<file path="src/rtl/db_spi_ctrl_pkg.sv">
// Shared register map, status bit positions, FSM encoding and command layout
// for the settings-bus SPI master.
package db_spi_ctrl_pkg;

  localparam int SR_DIV  = 0;
  localparam int SR_CTRL = 1;
  localparam int SR_PUSH = 2;
  localparam int SR_CMD  = 3;

  localparam int RB_STATUS = 0;
  localparam int RB_CONFIG = 1;

  localparam int ST_OVF      = 63;
  localparam int ST_BUSY     = 62;
  localparam int ST_RB_NE    = 61;
  localparam int ST_CMD_FULL = 60;

  localparam int CTL_N_MSB   = 29;
  localparam int CTL_N_LSB   = 24;
  localparam int CTL_EDGE    = 31;
  localparam int CMD_POP_BIT = 0;
  localparam int OVF_CLR_BIT = 1;

  localparam logic [63:0] RB_BAD = 64'h0BADC0DE0BADC0DE;

  typedef enum logic [2:0] {
    S_IDLE  = 3'd0,
    S_SETUP = 3'd1,
    S_SHIFT = 3'd2,
    S_HOLD  = 3'd3,
    S_GAP   = 3'd4
  } state_t;

  typedef struct packed {
    logic [15:0] div;
    logic [31:0] ctrl;
    logic [31:0] data;
  } cmd_t;

  // A zero bit-count field encodes a full 32-bit transfer.
  function automatic logic [5:0] bit_count(input logic [5:0] field);
    return (field == 6'd0) ? 6'd32 : field;
  endfunction

endpackage

</file>
<file path="src/rtl/db_spi_ctrl_fifo.sv">
// Generic first-word-fall-through queue, 2^DEPTH entries, head visible combinationally.
// A push while full is accepted only when a pop happens in the same cycle.
module db_spi_ctrl_fifo #(
  parameter int WIDTH = 32,
  parameter int DEPTH = 4
) (
  input  logic             clk,
  input  logic             reset,
  input  logic             push,
  input  logic [WIDTH-1:0] push_data,
  input  logic             pop,
  output logic [WIDTH-1:0] head,
  output logic [DEPTH:0]   count,
  output logic             full,
  output logic             empty
);

  localparam int CAP = 1 << DEPTH;

  logic [WIDTH-1:0] mem [CAP];
  logic [DEPTH-1:0] wr_ptr;
  logic [DEPTH-1:0] rd_ptr;
  logic             do_push;
  logic             do_pop;

  assign empty   = (count == '0);
  assign full    = (count == (DEPTH+1)'(CAP));
  assign do_pop  = pop && !empty;
  assign do_push = push && (!full || do_pop);
  assign head    = mem[rd_ptr];

  always_ff @(posedge clk) begin
    if (do_push) mem[wr_ptr] <= push_data;
  end

  always_ff @(posedge clk or posedge reset) begin
    if (reset) begin
      wr_ptr <= '0;
      rd_ptr <= '0;
      count  <= '0;
    end else begin
      if (do_push) wr_ptr <= wr_ptr + 1'b1;
      if (do_pop)  rd_ptr <= rd_ptr + 1'b1;
      count <= count + (DEPTH+1)'(do_push) - (DEPTH+1)'(do_pop);
    end
  end

endmodule

</file>
<file path="src/rtl/db_spi_ctrl.sv">
// Settings-bus SPI master: queued commands carry their own divider and control,
// captured miso words land in a readback queue that stalls the engine when full.
module db_spi_ctrl
  import db_spi_ctrl_pkg::*;
#(
  parameter int                 SR_BASE   = 160,
  parameter int                 NUM_SEN   = 8,
  parameter int                 CMD_DEPTH = 4,
  parameter int                 RB_DEPTH  = 4,
  parameter logic               CLK_IDLE  = 1'b0,
  parameter logic [NUM_SEN-1:0] SEN_IDLE  = '1,
  parameter int                 RB_BASE   = 16
) (
  input  logic               clk,
  input  logic               reset,
  input  logic               set_stb,
  input  logic [7:0]         set_addr,
  input  logic [31:0]        set_data,
  input  logic [7:0]         rb_addr,
  output logic               rb_stb,
  output logic [63:0]        rb_data,
  output logic [NUM_SEN-1:0] sen,
  output logic               sclk,
  output logic               mosi,
  input  logic               miso,
  output logic               busy
);

  localparam logic [7:0] A_DIV    = 8'(SR_BASE + SR_DIV);
  localparam logic [7:0] A_CTRL   = 8'(SR_BASE + SR_CTRL);
  localparam logic [7:0] A_PUSH   = 8'(SR_BASE + SR_PUSH);
  localparam logic [7:0] A_CMD    = 8'(SR_BASE + SR_CMD);
  localparam logic [7:0] A_STATUS = 8'(RB_BASE + RB_STATUS);
  localparam logic [7:0] A_CONFIG = 8'(RB_BASE + RB_CONFIG);

  logic [15:0] div_q;
  logic [31:0] ctrl_q;
  logic        ovf_q;

  logic wr_div, wr_ctrl, wr_push, wr_cmd;
  assign wr_div  = set_stb && (set_addr == A_DIV);
  assign wr_ctrl = set_stb && (set_addr == A_CTRL);
  assign wr_push = set_stb && (set_addr == A_PUSH);
  assign wr_cmd  = set_stb && (set_addr == A_CMD);

  cmd_t                 cmd_in, cmd_head, cur;
  logic                 cmd_pop, cmd_full, cmd_empty;
  logic [CMD_DEPTH:0]   cmd_count;
  logic                 rb_push, rb_pop, rb_full, rb_empty;
  logic [31:0]          rb_head, shreg;
  logic [RB_DEPTH:0]    rb_count;

  assign cmd_in = '{div: div_q, ctrl: ctrl_q, data: set_data};
  assign rb_pop = wr_cmd && set_data[CMD_POP_BIT];

  db_spi_ctrl_fifo #(.WIDTH($bits(cmd_t)), .DEPTH(CMD_DEPTH)) u_cmd_fifo (
    .clk(clk), .reset(reset), .push(wr_push), .push_data(cmd_in), .pop(cmd_pop),
    .head(cmd_head), .count(cmd_count), .full(cmd_full), .empty(cmd_empty)
  );

  db_spi_ctrl_fifo #(.WIDTH(32), .DEPTH(RB_DEPTH)) u_rb_fifo (
    .clk(clk), .reset(reset), .push(rb_push), .push_data(shreg), .pop(rb_pop),
    .head(rb_head), .count(rb_count), .full(rb_full), .empty(rb_empty)
  );

  always_ff @(posedge clk or posedge reset) begin
    if (reset) begin
      div_q  <= '0;
      ctrl_q <= '0;
      ovf_q  <= 1'b0;
    end else begin
      if (wr_div)  div_q  <= set_data[15:0];
      if (wr_ctrl) ctrl_q <= set_data;
      if (wr_push && cmd_full && !cmd_pop) ovf_q <= 1'b1;
      else if (wr_cmd && set_data[OVF_CLR_BIT]) ovf_q <= 1'b0;
    end
  end

  state_t             state, state_d;
  logic [15:0]        cnt;
  logic               phase;
  logic [4:0]         bit_idx;
  logic               hp_end;
  logic [NUM_SEN-1:0] mask;

  assign hp_end = (cnt == cur.div);
  assign mask   = cur.ctrl[NUM_SEN-1:0];

  always_comb begin
    state_d = state;
    cmd_pop = 1'b0;
    rb_push = 1'b0;
    case (state)
      S_IDLE: begin
        if (!cmd_empty && !rb_full) begin
          state_d = S_SETUP;
          cmd_pop = 1'b1;
        end
      end
      S_SETUP: if (hp_end) state_d = S_SHIFT;
      S_SHIFT: if (hp_end && phase && bit_idx == 5'd0) state_d = S_HOLD;
      S_HOLD: begin
        if (hp_end) begin
          state_d = S_GAP;
          rb_push = 1'b1;
        end
      end
      S_GAP:   if (hp_end) state_d = S_IDLE;
      default: state_d = S_IDLE;
    endcase
  end

  always_comb begin
    sen  = SEN_IDLE;
    sclk = CLK_IDLE;
    mosi = 1'b0;
    case (state)
      S_SETUP: begin
        sen  = SEN_IDLE ^ mask;
        mosi = cur.data[bit_idx];
      end
      S_SHIFT: begin
        sen  = SEN_IDLE ^ mask;
        mosi = cur.data[bit_idx];
        sclk = phase ? ~CLK_IDLE : CLK_IDLE;
      end
      S_HOLD:  sen = SEN_IDLE ^ mask;
      default: ;
    endcase
  end

  // shreg starts cleared and shifts exactly N times, so the word is already right-aligned.
  always_ff @(posedge clk or posedge reset) begin
    if (reset) begin
      state   <= S_IDLE;
      cnt     <= '0;
      phase   <= 1'b0;
      bit_idx <= '0;
      cur     <= '0;
      shreg   <= '0;
    end else begin
      state <= state_d;
      cnt   <= (state == S_IDLE || hp_end) ? 16'd0 : cnt + 16'd1;
      if (cmd_pop) begin
        cur     <= cmd_head;
        bit_idx <= 5'(bit_count(cmd_head.ctrl[CTL_N_MSB:CTL_N_LSB]) - 6'd1);
        phase   <= 1'b0;
        shreg   <= '0;
      end
      if (state == S_SHIFT && hp_end) begin
        phase <= ~phase;
        if (phase) bit_idx <= bit_idx - 5'd1;
        if (phase == cur.ctrl[CTL_EDGE]) shreg <= {shreg[30:0], miso};
      end
    end
  end

  assign busy   = (state != S_IDLE);
  assign rb_stb = 1'b1;

  always_comb begin
    rb_data = RB_BAD;
    if (rb_addr == A_STATUS) begin
      rb_data              = '0;
      rb_data[ST_OVF]      = ovf_q;
      rb_data[ST_BUSY]     = busy;
      rb_data[ST_RB_NE]    = !rb_empty;
      rb_data[ST_CMD_FULL] = cmd_full;
      rb_data[31:0]        = rb_empty ? 32'd0 : rb_head;
    end else if (rb_addr == A_CONFIG) begin
      rb_data = {16'd0, div_q, ctrl_q};
    end
  end

  logic unused_bits;
  assign unused_bits = ^{cur, set_data, cmd_count, rb_count};

endmodule

</file>
<file path="config.mk">
export PLATFORM = sky130hd
export DESIGN_NAME = db_spi_ctrl
export DESIGN_NICKNAME = d
export VERILOG_FILES = /design/src/rtl/db_spi_ctrl_pkg.sv /design/src/rtl/db_spi_ctrl_fifo.sv /design/src/rtl/db_spi_ctrl.sv
export SDC_FILE = /design/constraint.sdc
export NUM_CORES = 2
export LEC_CHECK = 0
export CAP_MARGIN = 20
export CORE_ASPECT_RATIO = 1.75
export CORE_MARGIN = 5
export CORE_UTILIZATION = 67
export CTS_CLUSTER_DIAMETER = 200
export DETAILED_ROUTE_END_ITERATION = 7
export PLACE_DENSITY_LB_ADDON = 0.12
export SYNTH_ARGS = -nofsm -noshare
export SYNTH_HDL_FRONTEND = slang
export SYNTH_SLANG_ARGS = --single-unit
</file>
<file path="constraint.sdc">
create_clock -name clk -period 15.1 [get_ports clk]
set_input_delay 1.51 -clock clk [delete_from_list [all_inputs] [get_ports clk]]
set_output_delay 1.51 -clock clk [all_outputs]
set_load 0.01 [all_outputs]
</file>
# Yosys cells after proc, flatten, opt, wreduce, memory -nomap -nowiden
# Memory sizes are Yosys's and may differ from the RTL's.
# Cells that the tools add are included.
[word_totals] regBits=212 latch_bits=0 ramBits=1792 rom_bits=0 in_bits=52 output_inout_bits=76 wordCells=122 memories=2
[mem_list] name="u_cmd_fifo.mem" words=16 word_bits=80 rd=1 rd_ports_with_merged_regs=0 write_ports=1 line="db_spi_ctrl_fifo.sv:20" rtl="logic [WIDTH-1:0] mem [CAP];"
[mem_list] name="u_rb_fifo.mem" words=16 word_bits=32 rd=1 rd_ports_with_merged_regs=0 write_ports=1 line="db_spi_ctrl_fifo.sv:20"
[op_classes] addsub=11 multipliers=0 n_div=0 order_cmp=1 n_eq_ne=19 shifts=0 n_mux=35 bitwise=2 reduce_logical=35
[ops] operator="two-way mux 32 bit" n=4
[ops] operator="two-way mux 64 bit" n=1
[ops] operator="two-way mux 60 bit" n=1
[ops] operator="== test 8 bit, second input constant" n=4
[ops] operator="two-way mux 5 bit" n=4
[ops] operator="adder 16 x 1 -> 16 bit, second input constant" n=1
[ops] operator="adder 4 x 1 -> 4 bit, second input constant" n=4
[ops] operator="== test 16 bit" n=1
[ops] operator="== test 8 x 5 -> 1 bit, second input constant" n=2
[ops] operator="logical AND 1 bit" n=16
[ops] operator="two-way mux 1 bit" n=16
[ops] operator="two-way mux 16 bit" n=1
[ops] operator="logical NOT 5 bit" n=3
[ops] operator="two-way mux 3 bit" n=5
[ops] operator="case mux 3 bit (5 select lines)" n=1
[ops] operator="adder 5 x 1 -> 5 bit" n=2
[ops] operator="== test 5 bit, second input constant" n=2
[ops] operator="inequality test 2 bit, second input constant" n=5
[ops] operator="subtractor 5 x 1 -> 5 bit" n=2
[ops] operator="subtractor 5 x 1 -> 5 bit, second input constant" n=2
[ops] operator="two-way mux 8 bit" n=1
[ops] operator="NOT 8 bit" n=1
[ops] operator="== test 3 x 2 -> 1 bit, second input constant" n=2
[ops] operator="logical NOT 6 bit" n=1
[ops] operator="other kinds (14)" n=21

# Logic depth before layout (Yosys ltp)
[depth] ltp_word=10 depth_mapped=18 mapped_depth_nobuf=15

# Modules after synthesis
# Synthesis repeated with hierarchy kept, for this count alone.
[unflattened] cells_unflattened=4159 area_unflattened_um2=78466.5
[modules_own_cells] mod="db_spi_ctrl_fifo at u_cmd_fifo" n_inst=1 cells_per_inst=2384 area_per_inst_um2=50200.6 seq_area_each_um2=38762.2
[modules_own_cells] mod="db_spi_ctrl_fifo at u_rb_fifo" n_inst=1 cells_per_inst=1007 area_per_inst_um2=20380.8 seq_area_each_um2=15700.1
[modules_own_cells] mod="db_spi_ctrl" n_inst=1 cells_per_inst=768 area_per_inst_um2=7885.1 seq_area_each_um2=4078.9

# Least setup slack after synthesis
# Ideal clock, no wire load.
[synth_timing] path_kind="input to register" startpoint="input set_addr[4]" endpoint="memory u_cmd_fifo.mem[4][0] (netlist name), enable pin" setup_ps=561 t_arrival_ps=6880 t_required_ps=14539 path_slack_ps=7658 stages=5 path_buffers=0 cell_sequence="nor4b_1 > nand4_1 > nor3_4 > nand2_1 > nor3_1"
[synth_between] elab_chain_cells=5
[synth_lines] element="start: declaration" line="db_spi_ctrl.sv:17" rtl="input logic [7:0] set_addr,"
[synth_lines] element="== test 8 bit" line="db_spi_ctrl.sv:43" rtl="assign wr_push = set_stb && (set_addr == A_PUSH);"
[synth_lines] element="logical AND 1 bit" line="db_spi_ctrl.sv:43"
[synth_lines] element="logical AND 1 bit" line="db_spi_ctrl_fifo.sv:29" rtl="assign do_push = push && (!full || do_pop);"
[synth_lines] element="named net u_cmd_fifo.do_push" line="db_spi_ctrl_fifo.sv:23" rtl="logic do_push;"
[synth_lines] element="two-way mux 1 bit" line="db_spi_ctrl_fifo.sv:33" rtl="if (do_push) mem[wr_ptr] <= push_data;"
[synth_lines] element="two-way mux 1 bit (implied by the code)" line="db_spi_ctrl_fifo.sv:33"
[synth_lines] element="end: declaration" line="db_spi_ctrl_fifo.sv:20"
# The timed path passes the listed nets, and every way through them passes these cells.

# Final worst setup path
[layout_timing] startpoint="register u_rb_fifo.rd_ptr[0]" endpoint="output rb_data[28]"
[layout_between] elab_chain_cells=3
[layout_lines] element="start: declaration" line="db_spi_ctrl_fifo.sv:22" rtl="logic [DEPTH-1:0] rd_ptr;"
[layout_lines] element="start signal: assignment" line="db_spi_ctrl_fifo.sv:43" rtl="if (do_pop) rd_ptr <= rd_ptr + 1'b1;"
[layout_lines] element="memory read (16 x 32 bit)"
[layout_lines] element="two-way mux 32 bit" line="db_spi_ctrl.sv:169" rtl="rb_data[31:0] = rb_empty ? 32'd0 : rb_head;"
[layout_lines] element="two-way mux 64 bit" line="db_spi_ctrl.sv:163" rtl="if (rb_addr == A_STATUS) begin"
[layout_lines] element="end: declaration" line="db_spi_ctrl.sv:21" rtl="output logic [63:0] rb_data,"
# No other way between the ends.

==> impl_metrics.py <==
metrics = {
    "routing": {
        "dr.pass1.iters": 6,
        "first_iter_violations": 3682,
        "wire_per_inst_um": 33.7,
        "wirelength_um": 158000,
        "drc": 0,
        "vias": 31980,
        "avgViaCountPerCell": 6.83,
        "drtAntennaViolNets": 0,
    },
    "min_path": {
        "whs_path_depth": 2,
        "hold_start": "cur[19]",
        "hold_path_class": "register to register",
    },
    "synthesis": {
        "yosys_warnings": 0,
        "synth_seq_area_share_pct": 76.0,
        "synthArstFlopShare_pct": 11.1,
        "synthesis.area_um2": 66200,
        "synth_cells": 3071,
        "synth_edf_count": 1520,
        "synth_cell_types": 58,
        "synth.avg_cell_area_um2": 21.6,
        "synth-seq-cells": 1709,
        "synth_ff_type": "edfxtp_1",
    },
    "power": {
        "total_power_mw": 9.21,
        "powerDensity_nw_per_um2": 124,
        "power_leakage_nw": 25.8,
        "ir_drop_mv": 0.128,
    },
    "grt": {
        "grt_antenna_before_repair": 8,
        "grtUsageTotal_pct": 31.0,
        "grt_pass1_wl_um": 231000,
        "grt_pass1_vias": 34053,
        "grt.overflow.total": 0,
        "grt_max_degree": 85,
    },
    "cells_and_area": {
        "drive_gt1_share_pct": 26.2,
        "fin_util_pct": 75.5,
        "final_nets": 3330,
        "instances_no_fill": 4685,
        "syn2layout_area_growth_pct": 11.9,
        "finalInstanceArea_um2": 74100,
        "nFillCells": 5241,
    },
    "timing": {
        "maxSlewViolCount": 0,
        "fmax_mhz": 151,
        "tightest_slew_ns": 1.15,
        "worst_clock_skew_ns": 0.0241,
        "setup_tns_ns": 0,
        "setup-violations-final": 0,
        "setup_ws_ns": 8.47,
        "hold_viol_final": 0,
        "relSlewSlack_pct": 23.1,
        "fin_crit_ns": 6.63,
        "whs_ns": 0.480,
        "fin_crit_sh_pct": 43.9,
        "rsz0062_at_grt": "no",
    },
    "die": {
        "dieArea_um2": 106000,
        "rows": 152,
        "die_h_um": 426,
        "core_um2": 98100,
        "io_pins": 128,
        "die_w_um": 248,
        "start_util_pct": 67.5,
    },
    "placed_design": {
        "placedCellCount": 4410,
        "dp_slack_ns": 8.76,
        "dpl_cell_area_um2": 69100,
        "gp_congestion": 0.819,
        "numPortBuffers": 122,
        "dpl.hpwl_um": 86400,
    },
    "clocking": {
        "cts.sinks": 1709,
        "postCtsSetupBuffers": 0,
        "cts_hold_buf": 0,
        "cts_tree": "done",
        "cts_resized": 0,
        "htreeDepth": 4,
        "cts_root_buf": "clkbuf_16",
        "path_clk_slew_ns": 0.07,
        "cts_buffer_depth": 3,
        "cts_buffers": 145,
        "clkLatencyLatePin_ns": 0.77,
    },
    "worst_setup_path": {
        "crit_path_end_kind": "output port",
        "critical_path.cell_chain": "buf_4 > buf_4 > buf_16 > mux4_2 > mux4_2 > a22o_1 > clkdlybuf4s50_1",
        "cp_slowest_stage_delay_ns": 0.84,
        "critPathKind": "register to output port",
        "reg2reg_depth": 11,
        "cp_slowest_cell": "dfrtp_4",
        "crit_path_start_kind": "register",
        "critPathArrivalTime_ns": 5.12,
        "rr_startpoint": "u_cmd_fifo.rd_ptr[1]",
        "critPathRequiredTime_ns": 13.59,
        "path_max_fanout": 46,
        "crit_path_start": "u_rb_fifo.rd_ptr[0]",
    },
    "run_status": {
        "status": "finished clean",
    },
    "job": {
        "max_cap_viol_count": 0,
    },
}
-- flip-flops by register name (all words and copies together), names as in the netlist, 4 cells and up --
signal and flops:
u_rb_fifo.rd_ptr 4, u_cmd_fifo.mem 1008, u_rb_fifo.wr_ptr 4, shreg 32, cur 57, u_rb_fifo.mem 512
ctrl_q 32, div_q 16, u_cmd_fifo.count 5, cnt 16, bit_idx 5, u_cmd_fifo.rd_ptr 4
u_rb_fifo.count 5, u_cmd_fifo.wr_ptr 4
-- Yosys cell counts, drive strengths merged, types with 3 or more instances --
cell	n	area [µm²]
inv	38	143
o31ai	3	22.5
a21o	10	75.1
and3	7	43.8
nand2	272	1020
mux4	478	10800
xnor2	39	342
a22o	21	184
nor3	14	97.6
mux2i	5	50.1
a22oi	4	30.0
a21oi	10	50.1
clkbuf	69	259
xor2	15	131
and2	32	200
a221o	17	170
ha	27	338
buf	99	505
nor2b	4	25.0
dfrtp	189	4730
nand4	13	81.3
nand3	10	50.1
mux2	50	563
or3	3	18.8
nor3b	7	57.6
edfxtp	1520	45600
o21ai	39	195
nor2	44	168
nor4b	4	35.0
-- metal layers --
| metal | GRT usage, % | vias to the layer above | part of all wire (%) |
|---|---|---|---|
| met4 | 11.7 | 0 | 4.0 |
| met5 | 0 | - | 0 |
| met2 | 55.5 | 1679 | 55 |
| met1 | 38.6 | 17095 | 34 |
| met3 | 4.62 | 333 | 7.1 |
| li1 | - | 12873 | - |
-- cell families (layout without fill, tap and decap cells) --
kind of cell / Yosys count / after routing / synth area share [%]
adders and majority gates: 29 / 29 / 0.570
buffers and inverters: 208 / 504 / 1.38
and+or+nand+nor: 421 / 421 / 2.87
DFF: 1709 / 1709 / 76.0
xor gates and xnor gates: 54 / 54 / 0.714
AOI/OAI and AO/OA: 115 / 115 / 1.23
muxes: 533 / 533 / 17.2
other: 2 / 11 / 0.0113
-- worst max-delay path: cells and delay by family (launching register included) --
| family | cells | cell delay [ns] |
|---|---|---|
| buffers and inverters | 4 | 2.11 |
| multiplexers | 2 | 1.07 |
| AO/OA/AOI/OAI | 1 | 0.23 |
| flip-flops | 1 | 0.84 |
-- cell type report --
| cell class | instances | area (µm²) | share of cell area, % |
|---|---|---|---|
| flip-flops and latches | 1709 | 50400 | 68.0 |
| clock buffers | 211 | 4260 | 5.74 |
| repair buffers | 196 | 1810 | 2.44 |
| clock inverters | 57 | 743 | 1.00 |
| multi-input cells | 1157 | 15100 | 20.4 |
| diodes | 6 | 15.0 | 0.0203 |
| well taps | 1309 | 1640 | 2.21 |
| inverters | 40 | 159 | 0.214 |
-- placed cells by master, fill, tap and decap left out, drive strengths merged, types with 10 or more instances in the layout --
| master | Yosys | routed |
|---|---|---|
| mux2 | 50 | 50 |
| nand3 | 10 | 10 |
| and2 | 32 | 32 |
| o21ai | 39 | 39 |
| bufinv | 0 | 16 |
| a22o | 21 | 21 |
| dfrtp | 189 | 189 |
| nand2 | 272 | 272 |
| nor3 | 14 | 14 |
| xnor2 | 39 | 39 |
| buf | 99 | 75 |
| clkdlybuf4s50 | 0 | 121 |
| nand4 | 13 | 13 |
| clkinvlp | 0 | 11 |
| ha | 27 | 27 |
| a21oi | 10 | 10 |
| inv | 38 | 45 |
| a221o | 17 | 17 |
| nor2 | 44 | 44 |
| mux4 | 478 | 478 |
| edfxtp | 1520 | 1520 |
| xor2 | 15 | 15 |
| clkbuf | 69 | 211 |
| a21o | 10 | 10 |
| clkinv | 2 | 25 |
-- report_power, final --
group          internal [mW]  total (mW)  switching (mW)
clock                   2.24        3.90            1.66
combinational         0.0532       0.140          0.0871
sequential              5.13        5.17          0.0362
total                   7.43        9.21            1.78
-- worst paths after layout --
kind,to,slack [ns]
max,rb_data[28],8.47
min,cur[19],0.48
max reg2reg,bit_idx[0],10.25
min reg2reg,cur[19],0.48
max in group asynchronous,u_rb_fifo.rd_ptr[2],12.48
min in group asynchronous,u_rb_fifo.rd_ptr[3],1.21
(Power assumes the default switching activity.)
